## config.mk

```make
export PLATFORM = sky130hd
export DESIGN_NAME = fft_stage_ctrl_flat
export DESIGN_NICKNAME = d
export VERILOG_FILES = /design/src/rtl/fft_stage_ctrl_pkg.sv /design/src/rtl/fft_stage_ctrl_if.sv /design/src/rtl/fft_stage_ctrl_bf_addr_gen.sv /design/src/rtl/fft_stage_ctrl.sv /design/src/flat_wrapper.sv
export SDC_FILE = /design/constraint.sdc
export NUM_CORES = 1
export LEC_CHECK = 0
export ABC_AREA = 1
export CAP_MARGIN = 20
export CORE_MARGIN = 2
export CORE_UTILIZATION = 58
export DETAILED_ROUTE_END_ITERATION = 10
export PLACE_DENSITY = 0.87
export SYNTH_ARGS = -nofsm -noshare
export SYNTH_HDL_FRONTEND = slang
export SYNTH_SLANG_ARGS = --single-unit
```

## constraint.sdc

```tcl
create_clock -name clk -period 6.35 [get_ports clk]
set_clock_uncertainty 0.15 [all_clocks]
set_input_delay 0.635 -clock clk [delete_from_list [all_inputs] [get_ports clk]]
set_output_delay 0.635 -clock clk [all_outputs]
set_load 0.01 [all_outputs]
```

## src/rtl/fft_stage_ctrl_pkg.sv

```systemverilog
// Shared constants, FSM state type and span helper for the 64-point
// radix-2 DIF FFT stage sequencer.
package fft_pkg;

    localparam int LOG2N    = 6;                  // log2 of FFT length
    localparam int N_STAGES = LOG2N;              // one pass per address bit
    localparam int CW       = 6;                  // stage-counter bus width
    localparam int N_BF     = 1 << (LOG2N - 1);   // butterflies per stage

    typedef enum logic [1:0] {
        IDLE,
        LAUNCH,
        RUN,
        FIN
    } fft_ctrl_state_t;

    // Distance between the two wings of a butterfly in the given stage:
    // N/2 in stage 0, halving every stage down to 1 in the last one.
    function automatic logic [LOG2N-1:0] span_of(input logic [CW-1:0] stage);
        logic [LOG2N-1:0] half;
        half = LOG2N'(N_BF);
        return half >> stage;
    endfunction

endpackage

```

## src/rtl/fft_stage_ctrl_if.sv

```systemverilog
// Handshake between the stage sequencer (master) and the 64-count stage
// counter (slave): start/stage go out, count/new_stage come back.
interface fft_stage_ctrl_if;
    import fft_pkg::*;

    logic          start;      // one-cycle pulse launching a counter pass
    logic [CW-1:0] stage;      // stage index, stable while a pass runs
    logic [CW-1:0] count;      // 0..63, one step per clock during a pass
    logic          new_stage;  // high in the cycle count == 63

    modport master (
        output start,
        output stage,
        input  count,
        input  new_stage
    );

    modport slave (
        input  start,
        input  stage,
        output count,
        output new_stage
    );

endinterface

```

## src/rtl/fft_stage_ctrl_bf_addr_gen.sv

```systemverilog
// Combinational butterfly address generator: maps (stage, butterfly index)
// to the upper/lower wing addresses and the twiddle ROM index using only
// shifts and masks.
module fft_bf_addr_gen
    import fft_pkg::*;
(
    input  logic [CW-1:0]    stage,
    input  logic [LOG2N-2:0] j,
    output logic [LOG2N-1:0] addr_a,
    output logic [LOG2N-1:0] addr_b,
    output logic [LOG2N-2:0] tw_idx
);

    localparam int JW = LOG2N - 1;

    logic [LOG2N-1:0] span;
    logic [JW-1:0]    pos;
    logic [JW-1:0]    grp;

    // j splits into a group number (high bits) and an offset inside the
    // group (low bits); each group occupies 2*span consecutive addresses.
    always_comb begin
        span   = span_of(stage);
        pos    = j & (span[JW-1:0] - JW'(1));
        grp    = j >> (CW'(JW) - stage);
        addr_a = ({1'b0, grp} << (CW'(LOG2N) - stage)) + {1'b0, pos};
        addr_b = addr_a + span;
        tw_idx = pos << stage;
    end

endmodule

```

## src/rtl/fft_stage_ctrl.sv

```systemverilog
// Stage sequencer for the 64-point radix-2 DIF FFT. Launches one counter
// pass per stage (0..5), turns each count below 32 into a registered
// butterfly address triple, and pulses done after the last stage.
module fft_stage_ctrl
    import fft_pkg::*;
(
    input  logic             clk,
    input  logic             rst,        // asynchronous, active low
    input  logic             go,
    output logic             busy,
    output logic             done,
    fft_stage_ctrl_if.master ctr,
    output logic             bf_valid,
    output logic [LOG2N-1:0] bf_addr_a,
    output logic [LOG2N-1:0] bf_addr_b,
    output logic [LOG2N-2:0] tw_idx
);

    fft_ctrl_state_t  state_reg;
    fft_ctrl_state_t  state_next;
    logic [CW-1:0]    stage_reg;
    logic [CW-1:0]    stage_next;

    logic             last_stage;
    logic             in_bf_window;

    logic [LOG2N-1:0] gen_addr_a;
    logic [LOG2N-1:0] gen_addr_b;
    logic [LOG2N-2:0] gen_tw_idx;

    logic             bf_valid_reg;
    logic [LOG2N-1:0] bf_addr_a_reg;
    logic [LOG2N-1:0] bf_addr_b_reg;
    logic [LOG2N-2:0] tw_idx_reg;

    assign last_stage   = (stage_reg == CW'(N_STAGES - 1));
    // Counts 0..31 are butterflies; 32..63 only let the datapath drain.
    assign in_bf_window = (state_reg == RUN) && (ctr.count < CW'(N_BF));

    fft_bf_addr_gen u_addr_gen (
        .stage  (stage_reg),
        .j      (ctr.count[LOG2N-2:0]),
        .addr_a (gen_addr_a),
        .addr_b (gen_addr_b),
        .tw_idx (gen_tw_idx)
    );

    // FSM state and current stage index
    always_ff @(posedge clk or negedge rst) begin
        if (!rst) begin
            state_reg <= IDLE;
            stage_reg <= '0;
        end else begin
            state_reg <= state_next;
            stage_reg <= stage_next;
        end
    end

    // Next-state logic plus state-decoded handshake outputs
    always_comb begin
        state_next = state_reg;
        stage_next = stage_reg;
        busy       = 1'b0;
        done       = 1'b0;
        ctr.start  = 1'b0;
        case (state_reg)
            IDLE: begin
                if (go) begin
                    state_next = LAUNCH;
                    stage_next = '0;
                end
            end
            LAUNCH: begin
                busy       = 1'b1;
                ctr.start  = 1'b1;
                state_next = RUN;
            end
            RUN: begin
                busy = 1'b1;
                if (ctr.new_stage) begin
                    if (last_stage) begin
                        state_next = FIN;
                    end else begin
                        stage_next = stage_reg + CW'(1);
                        state_next = LAUNCH;
                    end
                end
            end
            FIN: begin
                done       = 1'b1;
                state_next = IDLE;
            end
            default: begin
                state_next = IDLE;
            end
        endcase
    end

    assign ctr.stage = stage_reg;

    // Butterfly outputs, one cycle behind the count; held during the drain
    always_ff @(posedge clk or negedge rst) begin
        if (!rst) begin
            bf_valid_reg  <= 1'b0;
            bf_addr_a_reg <= '0;
            bf_addr_b_reg <= '0;
            tw_idx_reg    <= '0;
        end else begin
            bf_valid_reg <= in_bf_window;
            if (in_bf_window) begin
                bf_addr_a_reg <= gen_addr_a;
                bf_addr_b_reg <= gen_addr_b;
                tw_idx_reg    <= gen_tw_idx;
            end
        end
    end

    assign bf_valid  = bf_valid_reg;
    assign bf_addr_a = bf_addr_a_reg;
    assign bf_addr_b = bf_addr_b_reg;
    assign tw_idx    = tw_idx_reg;

endmodule

```

## src/flat_wrapper.sv

```systemverilog
// flat-port wrapper written by rule: the top's interface ports become plain ports
module fft_stage_ctrl_flat import fft_pkg::*;
  (clk, rst, go, busy, done, bf_valid, bf_addr_a, bf_addr_b, tw_idx, ctr_start, ctr_stage, ctr_count, ctr_new_stage);
  fft_stage_ctrl_if ctr_i ();
  input  logic clk;
  input  logic rst;
  input  logic go;
  output logic busy;
  output logic done;
  output logic bf_valid;
  output logic [LOG2N-1:0] bf_addr_a;
  output logic [LOG2N-1:0] bf_addr_b;
  output logic [LOG2N-2:0] tw_idx;
  output wire logic [$bits(ctr_i.start)-1:0] ctr_start;
  output wire logic [$bits(ctr_i.stage)-1:0] ctr_stage;
  input wire logic [$bits(ctr_i.count)-1:0] ctr_count;
  input wire logic [$bits(ctr_i.new_stage)-1:0] ctr_new_stage;
  assign ctr_start = ctr_i.start;
  assign ctr_stage = ctr_i.stage;
  assign ctr_i.count = ctr_count;
  assign ctr_i.new_stage = ctr_new_stage;
  fft_stage_ctrl u_core (.clk(clk), .rst(rst), .go(go), .busy(busy), .done(done), .ctr(ctr_i), .bf_valid(bf_valid), .bf_addr_a(bf_addr_a), .bf_addr_b(bf_addr_b), .tw_idx(tw_idx));
endmodule
```

=== Yosys cells after proc, flatten, opt, wreduce, memory -nomap -nowiden ===
Index checks and enable logic that the tools add are counted.

* Muxes and demuxes: 11
* Order comparisons: 1
* $add $sub $neg: 6
* Shifts and indexed selects: 4
* Bitwise logic cells: 1
* Equality and inequality tests: 7
* Multiply operators: 0
* Reductions and logical operators: 6
* Divide/modulo/power cells: 0

{| class="wikitable"
|+ Operators with widths
! cell !! number
|-
| $mux 6 || 3
|-
| $pmux 6 s2 || 1
|-
| $sub 3x6->6 const A || 2
|-
| $pmux 2 s4 || 1
|-
| $add 6x1->6 const B || 1
|-
| $add 6x5->6 || 1
|-
| $add 6x6->6 || 1
|-
| $eq 6x3->1 const B || 1
|-
| $lt 6x6->1 const B || 1
|-
| $mux 2 || 3
|-
| $ne 2x2->1 const B || 3
|-
| $shl 5x6->5 || 1
|-
| $shl 5x6->6 || 1
|-
| $shr 5x6->5 || 1
|-
| $shr 6x6->6 const A || 1
|-
| $and 5x5->5 || 1
|-
| $sub 5x1->5 const B || 1
|-
| $eq 2x2->1 const B || 2
|-
| $reduce_and 4->1 || 1
|-
| $mux 1 || 3
|-
| $eq 2x1->1 const B || 1
|-
| $logic_not 2->1 || 1
|-
| $reduce_and 2->1 || 1
|-
| $reduce_bool 2->1 || 1
|-
| other kinds (2) || 2
|}

* Latch bits: 0
* Register bits: 26
* Word-level logic and storage cells: 42
* RAM bits: 0
* Input bits: 10
* Memories: 0
* Memory bits (read-only): 0

=== Depth between registers and ports, before layout ===
* Depth after elaboration: 5
* Gate-level depth with buffers: 32
* Mapped depth without buffers: 32

=== By module ===
From an unflattened synthesis, not the netlist that was laid out.

* Cells, all modules: 360
* Area total of the unflattened synthesis: 2496.1 um2

{| class="wikitable"
|+ By module, submodules not included
! module !! cells an instance !! area an instance (um2) !! times used
|-
| fft_stage_ctrl || 153 || 1298.7 || 1
|-
| fft_bf_addr_gen || 207 || 1197.4 || 1
|}

=== Worst setup path before layout ===
No wires, ideal clock.

* Kind: flip-flop to flip-flop
* Start: register u_core.stage_reg[1] (netlist: u_core.ctr.stage[1])
* End: register u_core.bf_addr_b_reg[5] (netlist: u_core.bf_addr_b[5])
* Cell stages (with the launch flop): 26
* Buffers on the path: 2
* Path slack: 2217 ps
* Required time: 6083 ps
* Arrival time: 3866 ps
* Cells stage by stage: dfrtp_1 buf_2 inv_1 buf_2 ha_1 nand3b_1 nor2_1 o21ai_1 nand2_1 nand3_2 nor2_1 inv_1 fa_1 xnor2_1 ha_1 a21oi_1 inv_1 a31oi_1 nor2_1 o21ai_0 nand2_1 xnor2_1 inv_1 nand3_1 nand3_1 nand2_1

* Longest elaborated chain between the ends: 5
* Elaborated cells between the ends (all ways): 9
* Those cells by class: add/sub (5); shift (3); bitwise (1)

{| class="wikitable"
|+ Ends and longest elaborated chain
! what !! RTL line !! text
|-
| from (decl) || fft_stage_ctrl.sv:21 || <nowiki>logic [CW-1:0] stage_reg;</nowiki>
|-
| from (signal assigned) || fft_stage_ctrl.sv:55 || <nowiki>stage_reg <= stage_next;</nowiki>
|-
| $sub 3x6->6 or $shr 6x6->6 (tied branches) || fft_stage_ctrl_bf_addr_gen.sv:25, fft_stage_ctrl_pkg.sv:22 ||
|-
| $shr 5x6->5 or $sub 5x1->5 (tied branches) || fft_stage_ctrl_bf_addr_gen.sv:25, fft_stage_ctrl_bf_addr_gen.sv:24 ||
|-
| $shl 5x6->6 or $and 5x5->5 (tied branches) || fft_stage_ctrl_bf_addr_gen.sv:26, fft_stage_ctrl_bf_addr_gen.sv:24 ||
|-
| $add 6x5->6 * || fft_stage_ctrl_bf_addr_gen.sv:26 || <nowiki>addr_a = ({1'b0, grp} << (CW'(LOG2N) - stage)) + {1'b0, pos};</nowiki>
|-
| net u_core.gen_addr_a[2] || fft_stage_ctrl.sv:27 || <nowiki>logic [LOG2N-1:0] gen_addr_a;</nowiki>
|-
| $add 6x6->6 * || fft_stage_ctrl_bf_addr_gen.sv:27 || <nowiki>addr_b = addr_a + span;</nowiki>
|-
| to (signal assigned) || fft_stage_ctrl.sv:112 || <nowiki>bf_addr_b_reg <= gen_addr_b;</nowiki>
|-
| to (decl) || fft_stage_ctrl.sv:33 || <nowiki>logic [LOG2N-1:0] bf_addr_b_reg;</nowiki>
|}

The timed path passes the listed nets; every way through them passes the cells marked *.
A chain may end at the register's enable or synchronous reset.

=== Worst setup path after layout ===
Ends and elaborated chain as after synthesis.

==> results.sh <==
export IMPL_status="completed"
export IMPL_crit_arrival_ns=4.99
export IMPL_synth_fp_nets=354
export IMPL_numCtsBuffers=3
export IMPL_ctsHoldBuffers=0
export IMPL_finalMaxSlewViolations=0
export IMPL_fin_crit_ns=4.93
export IMPL_cp_start_kind="register"
export IMPL_rsz0062_at_grt="no"
export IMPL_routed_via_density=5.62
export IMPL_cts_tree="yes"
export IMPL_wl_per_cell_um=13.6
export IMPL_finalCritPeriodShare=0.777
export IMPL_reg2reg_slack_ns=1.42
export IMPL_path_class="register to register"
export IMPL_synth_area_per_cell_um2=7.02
export IMPL_ys_types=36
export IMPL_cts_root_buf="clkbuf_8"
export IMPL_synth_top_area_frac=0.288
export IMPL_post_route_drc_count=0
export IMPL_required_ns=6.41
export IMPL_power_density_nw_per_um2=440
export IMPL_endpoint_kind="register"
export IMPL_floorplan_initialDensity=0.608
export IMPL_diodes=0
export IMPL_grt_overflow=0
export IMPL_async_flop_share=1.00
export IMPL_num_nets_final=388
export IMPL_setup_viol=0
export IMPL_cts_htree_levels=1
export IMPL_synth_most_common_cell="nand2_1"
export IMPL_ir_drop_v=0.000196
export IMPL_syn_inst=322
export IMPL_die_area_um2=4410
export IMPL_drive_gt1_frac=0.0817
export IMPL_clk_pin_slew_ns=0.09
export IMPL_synth_top_area_cell="dfrtp_1"
export IMPL_post_route_util=0.728
export IMPL_synth_edf_count=0
export IMPL_io_pins=37
export IMPL_worst_pin_slew_ns=0.807
export IMPL_synth_ff_type="dfrtp_1"
export IMPL_grt_usage=0.274
export IMPL_core_area_um2=3720
export IMPL_yosysSeqAreaShare=0.288
export IMPL_synth_seq_cells=26
export IMPL_min_delay_path_class="register to register"
export IMPL_grt_pass1_wl_um=9520
export IMPL_gp_congestion=0.938
export IMPL_cts_buffer_depth=2
export IMPL_rows=22
export IMPL_ys_top_cells_by_count="nand2_1 (68), inv_1 (50), nor2_1 (32)"
export IMPL_fp_dieW_um=66.4
export IMPL_dr_pass1_iters=4
export IMPL_critPathSlowestCell="dfrtp_1"
export IMPL_r2r_cells=29
export IMPL_hpwl_um=4210
export IMPL_drtIter0Drc=183
export IMPL_cts_resized=0
export IMPL_max_slew_margin=0.460
export IMPL_grt_pass1_vias=2133
export IMPL_antenna_left=0
export IMPL_finalSetupTns_ns=0
export IMPL_port_buffer_count=36
export IMPL_max_clock_freq_ghz=0.203
export IMPL_cpPeakStageDelay_ns=0.69
export IMPL_vias=2264
export IMPL_clock_sinks=26
export IMPL_nFillCells=293
export IMPL_grt_max_degree=27
export IMPL_ys_warn_count=0
export IMPL_synthToLayoutAreaGrowth_pct=19.7
export IMPL_hold_depth=2
export IMPL_critPathMostFrequentCell="nand2_1"
export IMPL_wirelength_um=5490
export IMPL_mappedNetlistArea_um2=2260
export IMPL_critPathMaxFanout=15
export IMPL_die_y_um=66.4
export IMPL_antenna_found_initial=0
export IMPL_insertion_delay_ns=0.27
export IMPL_hold_viol_final=0
export IMPL_drv_cap=0
export IMPL_post_cts_buffers=0
export IMPL_synthTopCellsByArea="dfrtp_1 (29%), nand2_1 (11%), ha_1 (11%)"
export IMPL_leakage_nw=1.37
## cell usage in the layout (no fill, tap or decap), types with 2 or more instances in the layout
cell	count
xor2_1	4
clkdlybuf4s50_1	36
a21oi_1	15
inv_1	50
inv_2	4
a21oi_2	3
fa_1	2
nand3_1	16
o21ai_1	3
dfrtp_1	26
o21ai_0	27
nor2_1	32
a31oi_1	6
nand3_2	3
nor2_2	2
xnor2_1	3
a211oi_1	2
nor3_1	4
o22ai_1	2
clkbuf_8	4
ha_1	20
nand2_1	68
nand4_1	4
nor2_4	2
nand2_2	7
## stage by stage
step | power [mW] | hold WS (ns) | area (um^2) | std cells | worst slack (ns)
2_1_floorplan | 0.811 | 0.189 | 2260 | 322 | 2.22
5_1_grt | 1.29 | 0.354 | 2700 | 403 | 0.975
4_1_cts | 1.18 | 0.331 | 2690 | 402 | 1.53
3_3_place_gp | 1.04 | 0.304 | 2630 | 398 | 1.79
6_report | 1.19 | 0.326 | 2700 | 403 | 1.42
3_5_place_dp | 1.07 | 0.310 | 2630 | 398 | 1.59
## critical path: cells and delay by family (launching register included)
family          cells  cell delay, ns
buf+inv             5            0.34
fa+ha+maj           4            1.20
xor+xnor            2            0.48
compound gates      3            0.55
flops               1            0.69
simple gates       15            1.46
## where the power goes
group / total [mW] / leakage, nW / switching (mW) / internal (mW)
Clock: 0.107 / 0.0288 / 0.0518 / 0.0554
Combinational: 0.790 / 1.01 / 0.458 / 0.332
Sequential: 0.294 / 0.333 / 0.0654 / 0.228
## final cells by class
cell class                 count  area (um^2)  area share
sequential                    26          651       0.241
tap                           48         60.1      0.0222
clock buffer                   4         55.1      0.0204
timing repair buffer          37          375       0.139
inverter                      54          203      0.0750
multi-input combinational    234         1360       0.503
## final timing paths
kind	from	endpoint
max	u_core.ctr.stage[1]	u_core.bf_addr_b[5]
min	u_core.bf_addr_a[0]	u_core.bf_addr_a[0]
max reg2reg	u_core.ctr.stage[1]	u_core.bf_addr_b[5]
min reg2reg	u_core.bf_addr_a[0]	u_core.bf_addr_a[0]
max in group asynchronous	rst	u_core.bf_addr_b[0]
min in group asynchronous	rst	u_core.tw_idx[2]
## layer usage
metal / track usage / share of wire / vias to the layer above
li1: - / - / 1102
met1: 0.372 / 0.43 / 1046
met2: 0.469 / 0.50 / 103
met3: 0.0136 / 0.055 / 13
met4: 0.0816 / 0.019 / 0
met5: 0 / 0 / -
## cell families (layout without fill, tap and decap cells)
family	count (synthesis)	in the layout	synth area share
xor gates and xnor gates	7	7	0.0271
adders and majority gates	22	22	0.128
DFF	26	26	0.288
buffers and inverters	62	95	0.110
AOI/OAI and AO/OA	63	63	0.163
and+or+nand+nor	142	142	0.284
(Power assumes the default switching activity.)
